===== src/rtl/lsu_pkg.sv =====
// Shared types and constants for the load/store unit.
package lsu_pkg;

  typedef enum logic [1:0] {
    IDLE = 2'd0,
    REQ  = 2'd1,
    WAIT = 2'd2,
    RESP = 2'd3
  } state_t;

  localparam logic [1:0] SZ_B = 2'd0;
  localparam logic [1:0] SZ_H = 2'd1;
  localparam logic [1:0] SZ_W = 2'd2;

  localparam int DEFAULT_TIMEOUT = 255;

  // The bus only ever sees word addresses; lane selection is carried by the mask.
  function automatic logic [31:0] word_addr(input logic [31:0] addr);
    return {addr[31:2], 2'b00};
  endfunction

endpackage


===== src/rtl/lsu_align_chk.sv =====
// Combinational natural-alignment check for halfword and word accesses.
module lsu_align_chk
  import lsu_pkg::*;
(
  input  logic [1:0] addr,
  input  logic [1:0] size,
  output logic       misaligned
);

  // The reserved size encoding behaves exactly like a word access.
  always_comb begin
    misaligned = 1'b0;
    if (size == SZ_H)
      misaligned = addr[0];
    else if ((size == SZ_W) || (size == 2'd3))
      misaligned = (addr != 2'b00);
  end

endmodule


===== src/rtl/lsu.sv =====
// Load/store unit: one operation at a time over a single-outstanding data bus.
// Optional alignment fault checking is enabled by defining LSU_MISALIGN_CHECK_EN.
module lsu
  import lsu_pkg::*;
#(
  parameter int TIMEOUT = DEFAULT_TIMEOUT
) (
  input  logic        clk,
  input  logic        rst_n,
  input  logic        in_valid,
  output logic        in_ready,
  input  logic        in_is_load,
  input  logic        in_is_store,
  input  logic [1:0]  in_size,
  input  logic [31:0] in_addr,
  input  logic [31:0] in_wdata,
  input  logic [3:0]  in_wmask,
  output logic        out_valid,
  input  logic        out_ready,
  output logic [31:0] out_rdata,
  output logic        out_err,
  output logic        out_timeout,
  output logic        bus_req_valid,
  input  logic        bus_req_ready,
  output logic        bus_req_wen,
  output logic [31:0] bus_req_addr,
  output logic [31:0] bus_req_wdata,
  output logic [3:0]  bus_req_wmask,
  input  logic        bus_rsp_valid,
  input  logic [31:0] bus_rsp_rdata,
  input  logic        bus_rsp_err
);

  localparam int            CW       = $clog2(TIMEOUT + 1);
  localparam logic [CW-1:0] CNT_LAST = CW'(TIMEOUT - 1);
  localparam logic [CW-1:0] CNT_MAX  = CW'(TIMEOUT);

  state_t        state, state_next;
  logic [CW-1:0] cnt;
  logic          misaligned;
  logic          is_mem;
  logic          timed_out;
  logic          is_load_q;
  logic          req_wen;
  logic [31:0]   req_addr;
  logic [31:0]   req_wdata;
  logic [3:0]    req_wmask;
  logic [31:0]   rdata_q;
  logic          err_q;
  logic          timeout_q;

`ifdef LSU_MISALIGN_CHECK_EN
  lsu_align_chk u_align_chk (
    .addr       (in_addr[1:0]),
    .size       (in_size),
    .misaligned (misaligned)
  );
`else
  // Without the check the low address bits and size never influence control.
  assign misaligned = 1'b0 & (^{in_size, in_addr[1:0]});
`endif

  assign is_mem    = in_is_load | in_is_store;
  // The counter value seen now becomes TIMEOUT at the end of this cycle.
  assign timed_out = (cnt == CNT_LAST);

  always_ff @(posedge clk) begin
    if (!rst_n)
      state <= IDLE;
    else
      state <= state_next;
  end

  always_comb begin
    state_next = state;
    case (state)
      IDLE: begin
        if (in_valid) begin
          if (!is_mem || misaligned)
            state_next = RESP;
          else
            state_next = REQ;
        end
      end
      REQ:     if (bus_req_ready) state_next = WAIT;
      WAIT:    if (bus_rsp_valid || timed_out) state_next = RESP;
      RESP:    if (out_ready) state_next = IDLE;
      default: state_next = IDLE;
    endcase
  end

  // Request fields are captured once at accept so they stay stable through REQ;
  // result fields are cleared at accept and only written when leaving WAIT.
  always_ff @(posedge clk) begin
    if (!rst_n) begin
      cnt       <= '0;
      is_load_q <= 1'b0;
      req_wen   <= 1'b0;
      req_addr  <= '0;
      req_wdata <= '0;
      req_wmask <= '0;
      rdata_q   <= '0;
      err_q     <= 1'b0;
      timeout_q <= 1'b0;
    end else begin
      case (state)
        IDLE: begin
          if (in_valid) begin
            is_load_q <= in_is_load;
            req_wen   <= in_is_store;
            req_addr  <= word_addr(in_addr);
            req_wdata <= in_wdata;
            req_wmask <= in_is_store ? in_wmask : 4'b0000;
            rdata_q   <= '0;
            err_q     <= is_mem & misaligned;
            timeout_q <= 1'b0;
          end
        end
        REQ: begin
          if (bus_req_ready)
            cnt <= '0;
        end
        WAIT: begin
          if (cnt != CNT_MAX)
            cnt <= cnt + 1'b1;
          // A response in the final counted cycle takes priority over the timeout.
          if (bus_rsp_valid) begin
            if (is_load_q)
              rdata_q <= bus_rsp_rdata;
            err_q <= bus_rsp_err;
          end else if (timed_out) begin
            err_q     <= 1'b1;
            timeout_q <= 1'b1;
          end
        end
        default: ;
      endcase
    end
  end

  assign in_ready      = (state == IDLE);
  assign out_valid     = (state == RESP);
  assign bus_req_valid = (state == REQ);
  assign bus_req_wen   = req_wen;
  assign bus_req_addr  = req_addr;
  assign bus_req_wdata = req_wdata;
  assign bus_req_wmask = req_wmask;
  assign out_rdata     = rdata_q;
  assign out_err       = err_q;
  assign out_timeout   = timeout_q;

endmodule


===== config.mk =====
export PLATFORM = sky130hd
export DESIGN_NAME = lsu
export DESIGN_NICKNAME = d
export VERILOG_FILES = /design/src/rtl/lsu_pkg.sv /design/src/rtl/lsu_align_chk.sv /design/src/rtl/lsu.sv
export SDC_FILE = /design/constraint.sdc
export NUM_CORES = 1
export LEC_CHECK = 0
export BUFFER_PORTS_ARGS = -buffer_cell sky130_fd_sc_hd__buf_2
export CAP_MARGIN = 20
export CORE_AREA = 2 2 105 107
export CTS_BUF_LIST = sky130_fd_sc_hd__clkbuf_4 sky130_fd_sc_hd__clkbuf_8 sky130_fd_sc_hd__clkbuf_16
export CTS_CLUSTER_DIAMETER = 200
export DETAILED_ROUTE_END_ITERATION = 12
export DIE_AREA = 0 0 107 109
export PLACE_DENSITY = 0.83
export SYNTH_ARGS = -nofsm -noshare
export SYNTH_HDL_FRONTEND = slang
export SYNTH_SLANG_ARGS = --single-unit

===== constraint.sdc =====
create_clock -name clk -period 1.7 [get_ports clk]
set_input_delay 0 -clock clk [delete_from_list [all_inputs] [get_ports clk]]
set_output_delay 0 -clock clk [all_outputs]
set_load 0.01 [all_outputs]

# After elaboration in Yosys (flattened, before gate mapping)
# Index checks and enable logic that the tools add are counted.
# op_classes
n_mux,20
n_eq_ne,15
bitwise,1
addsub,1
reduce_logical,10
# op_table
cell,n
2-to-1 mux 32 bit,3
case mux 32 bit (2 select lines),1
2-to-1 mux 8 bit,2
case mux 8 bit (2 select lines),1
"inequality test 2 bit, second input constant",7
AND reduction 4 bit,3
2-to-1 mux 2 bit,5
"adder 8 x 1 -> 8 bit, second input constant",1
"== test 8 bit, second input constant",1
"inequality test 8 bit, second input constant",1
case mux 2 bit (4 select lines),1
AND reduction 3 bit,2
"== test 2 bit, second input constant",2
2-to-1 mux 1 bit,4
2-to-1 mux 4 bit,1
"inequality test 2 x 1 -> 1 bit, second input constant",2
case mux 1 bit (2 select lines),2
nonzero test 2 bit,2
"inequality test 3 bit, second input constant",1
"== test 2 x 1 -> 1 bit, second input constant",1
zero test 2 bit,1
AND reduction 2 bit,1
logical OR 1 bit,1
OR 1 bit,1
# totals
out_inout_bits,106
input_bits,111
ff_bits,112

# Logic depth before layout (Yosys ltp)
# logic_depth
ltp_word,4
ltp_mapped,8
mapped_depth_nobuf,6

# Worst setup path before layout
# No wires, ideal clock.
# synth_timing
kind,register to register
start,reg state[0]
end,reg rdata_q[10] (netlist: out_rdata[10])
t_arrival_ns,1.805
n_path_buf,1
path_slack_ns,-0.224
stages_incl_launch_ff,8
required_ns,1.581
setup_time_ns,0.119
path_cell_list,dfxtp_1 inv_1 ha_1 mux2_2 nand3_2 o21ai_1 buf_4 o221a_2
# synth_between
elab_chain_cells,3
elab_cells_between_ends,8
classes_between,eq/ne (4); mux (1); reduce/logical (3)
# synth_rtl
element,line_no,text
start: declaration,lsu.sv:38,"state_t state, state_next;"
start signal: assignment,lsu.sv:71,state <= state_next;
zero test 2 bit (*),--,
named net in_ready,lsu.sv:11,"output logic in_ready,"
inequality test 2 bit (no line) or nonzero test 2 bit (tied branches),--,
AND reduction 4 bit (no line),--,
end signal: assignment,lsu.sv:129,rdata_q <= bus_rsp_rdata;
end: declaration,lsu.sv:48,logic [31:0] rdata_q;
# The timed path passes the listed nets; every way through them passes the cells marked *.
# A chain may end at the register's enable or synchronous reset.

# Final worst setup path
# layout_timing
start,reg state[0]
end,reg cnt[3]
# layout_between
elab_chain_cells,3
elab_cells_between_ends,7
classes_between,eq/ne (4); mux (1); reduce/logical (2)
# layout_rtl
element,line_no,text
== test 2 bit or == test 2 x 1 -> 1 bit (tied branches),lsu.sv:106,case (state)
inequality test 2 bit (no line) (tied with other cells),--,
AND reduction 3 bit (no line),--,
end signal: assignment,lsu.sv:125,cnt <= cnt + 1'b1;
end: declaration,lsu.sv:39,logic [CW-1:0] cnt;
# Several ways; a longest one is shown, not always the timed one.

==> summary.txt <==
Logic synthesis
  – Library cells used by synthesis: 39
  – Flops & latches, synth: 112
  – Cell taking the most area after synthesis: dfxtp_1
  – Cell Area, Synth: 0.00419 mm^2
  – Post-synthesis instance total: 487
  – Most common cell in the netlist: nand2_1
  – Post-synth EDFFs: 0
  – Synth cell count leaders: nand2_1, dfxtp_1, a21oi_1
  – Syn Area/Cell: 8.59 um^2
  – Sequential cell area fraction in the yosys report: 53.6%
  – Post-synth top flop: dfxtp_1
  – Top cell type's share of synthesized area: 53.6%
  – Synth warn: 0
  – Share of synthesized registers carrying an async set or reset: 0%
  – Synth area leaders: dfxtp_1, nand2_1, a21oi_1, o221a_2, a22oi_1

GRT
  – GRT Overall Usage: 22.5%
  – Initial antenna violation count: 0
  – Pin count of the biggest net entering global routing: 48
  – Total congestion overflow: 0
  – Number of global-route vias before repair: 4594
  – First-pass GRT wire length: 21.1 mm

STA
  – Final setup fails: 1
  – Final setup TNS: -0.0354 ns
  – Min Hold Slack: 0.0782 ns
  – Worst Max-Slew Pin Slew: 0.505 ns
  – Max Clock Skew: 0.0138 ns
  – Minimum clock period after layout: 1.74 ns
  – Max-slew violations: 0
  – Ratio of final minimum period to clock period: 102%
  – Highest Clock Rate: 0.576 GHz
  – Max transition margin: 66.3%
  – Unrepaired setup endpoints after global routing: true
  – Setup WS post-layout: -0.0354 ns
  – Final Hold Viols: 0

Detailed routing
  – Total length of routed wires: 14.1 mm
  – Detailed-route DRC error count: 0
  – Initial drt markers: 415
  – Drt pass-1 iters: 5
  – DR vias/cell: 4.93
  – Routed vias: 4693
  – Post-DR wirelength/cell: 14.9 um
  – Antenna-violating nets left: 0

Job
  – Max Cap Viol: 0

Layout
  – Fraction of layout cells with a size suffix above 1: 36.5%
  – Antenna cells: 0
  – Final instance area: 0.00691 mm^2
  – Area grow syn2layout: 65.1%
  – Final nets: 924

Setup path
  – CP Launch Type: flip-flop
  – Worst path top cell family by delay: simple AND/OR/NAND/NOR gates
  – Critical path fanouts, max: 3
  – CP bufs+invs: 1
  – WS Path Type: flip-flop to flip-flop
  – Crit. End Element: flip-flop
  – Critical path, cell by cell: buf_4 -> ha_4 -> mux2i_2 -> a31o_4 -> or4_1 -> a31oi_1
  – Arr. time, crit path: 2.02 ns
  – CP peak stage delay: 0.48 ns
  – WP data required: 1.98 ns
  – CP max stage cell: or4_1

Clock tree
  – # H-tree levels: 3
  – Clock sink total: 112
  – CTS tree: done
  – Clock Path Buffers: 2
  – Number of buffers created by CTS: 9
  – Root Buffer Master: clkbuf_8
  – CTS clk-pin slew, worst paths: 0.11 ns
  – Skew-Pair Late Insertion Delay: 0.36 ns

Placement
  – Port bufs: 210
  – Area after DPL: 0.00554 mm^2
  – GPL Wtd Cong: 0.824
  – Post-DP HPWL: 7.84 mm

Power
  – P_leak: 3.14 nW
  – P per Cell Area: 1180 mW/mm^2
  – Worst IR drop on VDD: 0.640 mV

Die
  – I/O pins: 217
  – Die extent in y: 109 um
  – Starting Density: 39.5%
  – Core ar.: 0.0106 mm^2
  – Chip width: 107 um
  – FP Rows: 38
  – DIE AREA: 0.0117 mm^2

Outcome
  – Failing checks: setup timing
  – Status: complete, but fails checks

Hold path
  – Class of the worst hold path: input pin to flip-flop
==> cell type report <==
type / count / area, um^2
inverter: 10 / 42.5
clock buffer: 10 / 131
tap: 140 / 175
multi-input combinational: 332 / 1880
clock inverter: 6 / 50.0
sequential: 112 / 2250
fill: 827 / 3690
timing repair buffer: 341 / 2380
==> report_power, final <==
part	total [W]	internal, W	switching, W
combinational	0.00328	0.00153	0.00176
clock	0.00152	0.000574	0.000945
sequential	0.00334	0.00309	0.000251
==> worst register-to-register path: stages (launching register included) <==
cell	delay, ns
dfxtp_2	0.35
buf_4	0.14
ha_4	0.16
mux2i_2	0.16
a31o_4	0.22
or4_1	0.48
a31oi_1	0.15
==> through the flow <==
stage	worst slack, ns	util (%)	total power, W	cells
2_1_floorplan	-0.0354	-	0.00498	488
5_1_grt	-0.106	65.2	0.00861	951
3_3_place_gp	-0.190	52.2	0.00610	826
3_5_place_dp	-0.247	52.2	0.00614	826
4_1_cts	-0.00565	63.9	0.00791	946
6_report	-0.0354	65.2	0.00814	951
==> what timing repair did <==
action	4_1_cts	5_1_grt
pin swaps	4	8
endpoints found under the setup margin	38	64
hold buffers	101	1
hold endpoints to repair	102	1
cloned	0	1
setup buffers	3	3
resized for setup	8	19
==> layer usage <==
layer	wire length, um	GRT usage, %	up-vias	part of all wire, %
li1	-	-	2296	-
met1	5640	25.3	2156	40
met2	7170	40.5	202	51
met3	902	5.14	39	6.4
met4	427	10.0	0	3.0
met5	0	0	-	0
==> cell usage in the layout (no fill, tap or decap), drive strengths merged, types with 4 or more instances in the layout <==
cell type / n
mux2i: 4
a21oi: 74
dlygate4sd3: 102
ha: 7
o21ai: 7
dfxtp: 112
clkbuf: 10
a22oi: 16
buf: 239
nand2: 142
o221a: 16
inv: 13
a31oi: 5
nor2: 20
nand3: 14
==> cells by family after synthesis <==
group,after synthesis,synth area share [%]
AND/OR/NAND/NOR,190,18.6
AO/OA/AOI/OAI,126,19.5
flip-flops,112,53.6
buffers and inverters,45,4.66
adder cells (fa/ha/maj),7,2.09
multiplexers,6,1.49
other,1,0.0896
==> final timing paths <==
path	slack [ns]	depth (start not counted)	from	endpoint
worst min-delay path	0.08	3	bus_rsp_valid	state[1]
worst max-delay path	-0.04	6	state[0]	cnt[3]
worst max register to register	-0.04	6	state[0]	cnt[3]
worst min register to register	0.46	2	bus_req_addr[7]	bus_req_addr[7]
==> flip-flops by register name (all words and copies together) (netlist names) <==
name	flops
bus_req_wdata	32
out_rdata	32
bus_req_addr	30
cnt	8
bus_req_wmask	4
state	2
bus_req_wen	1
is_load_q	1
out_err	1
out_timeout	1
Power figures use the tool's default switching activity.
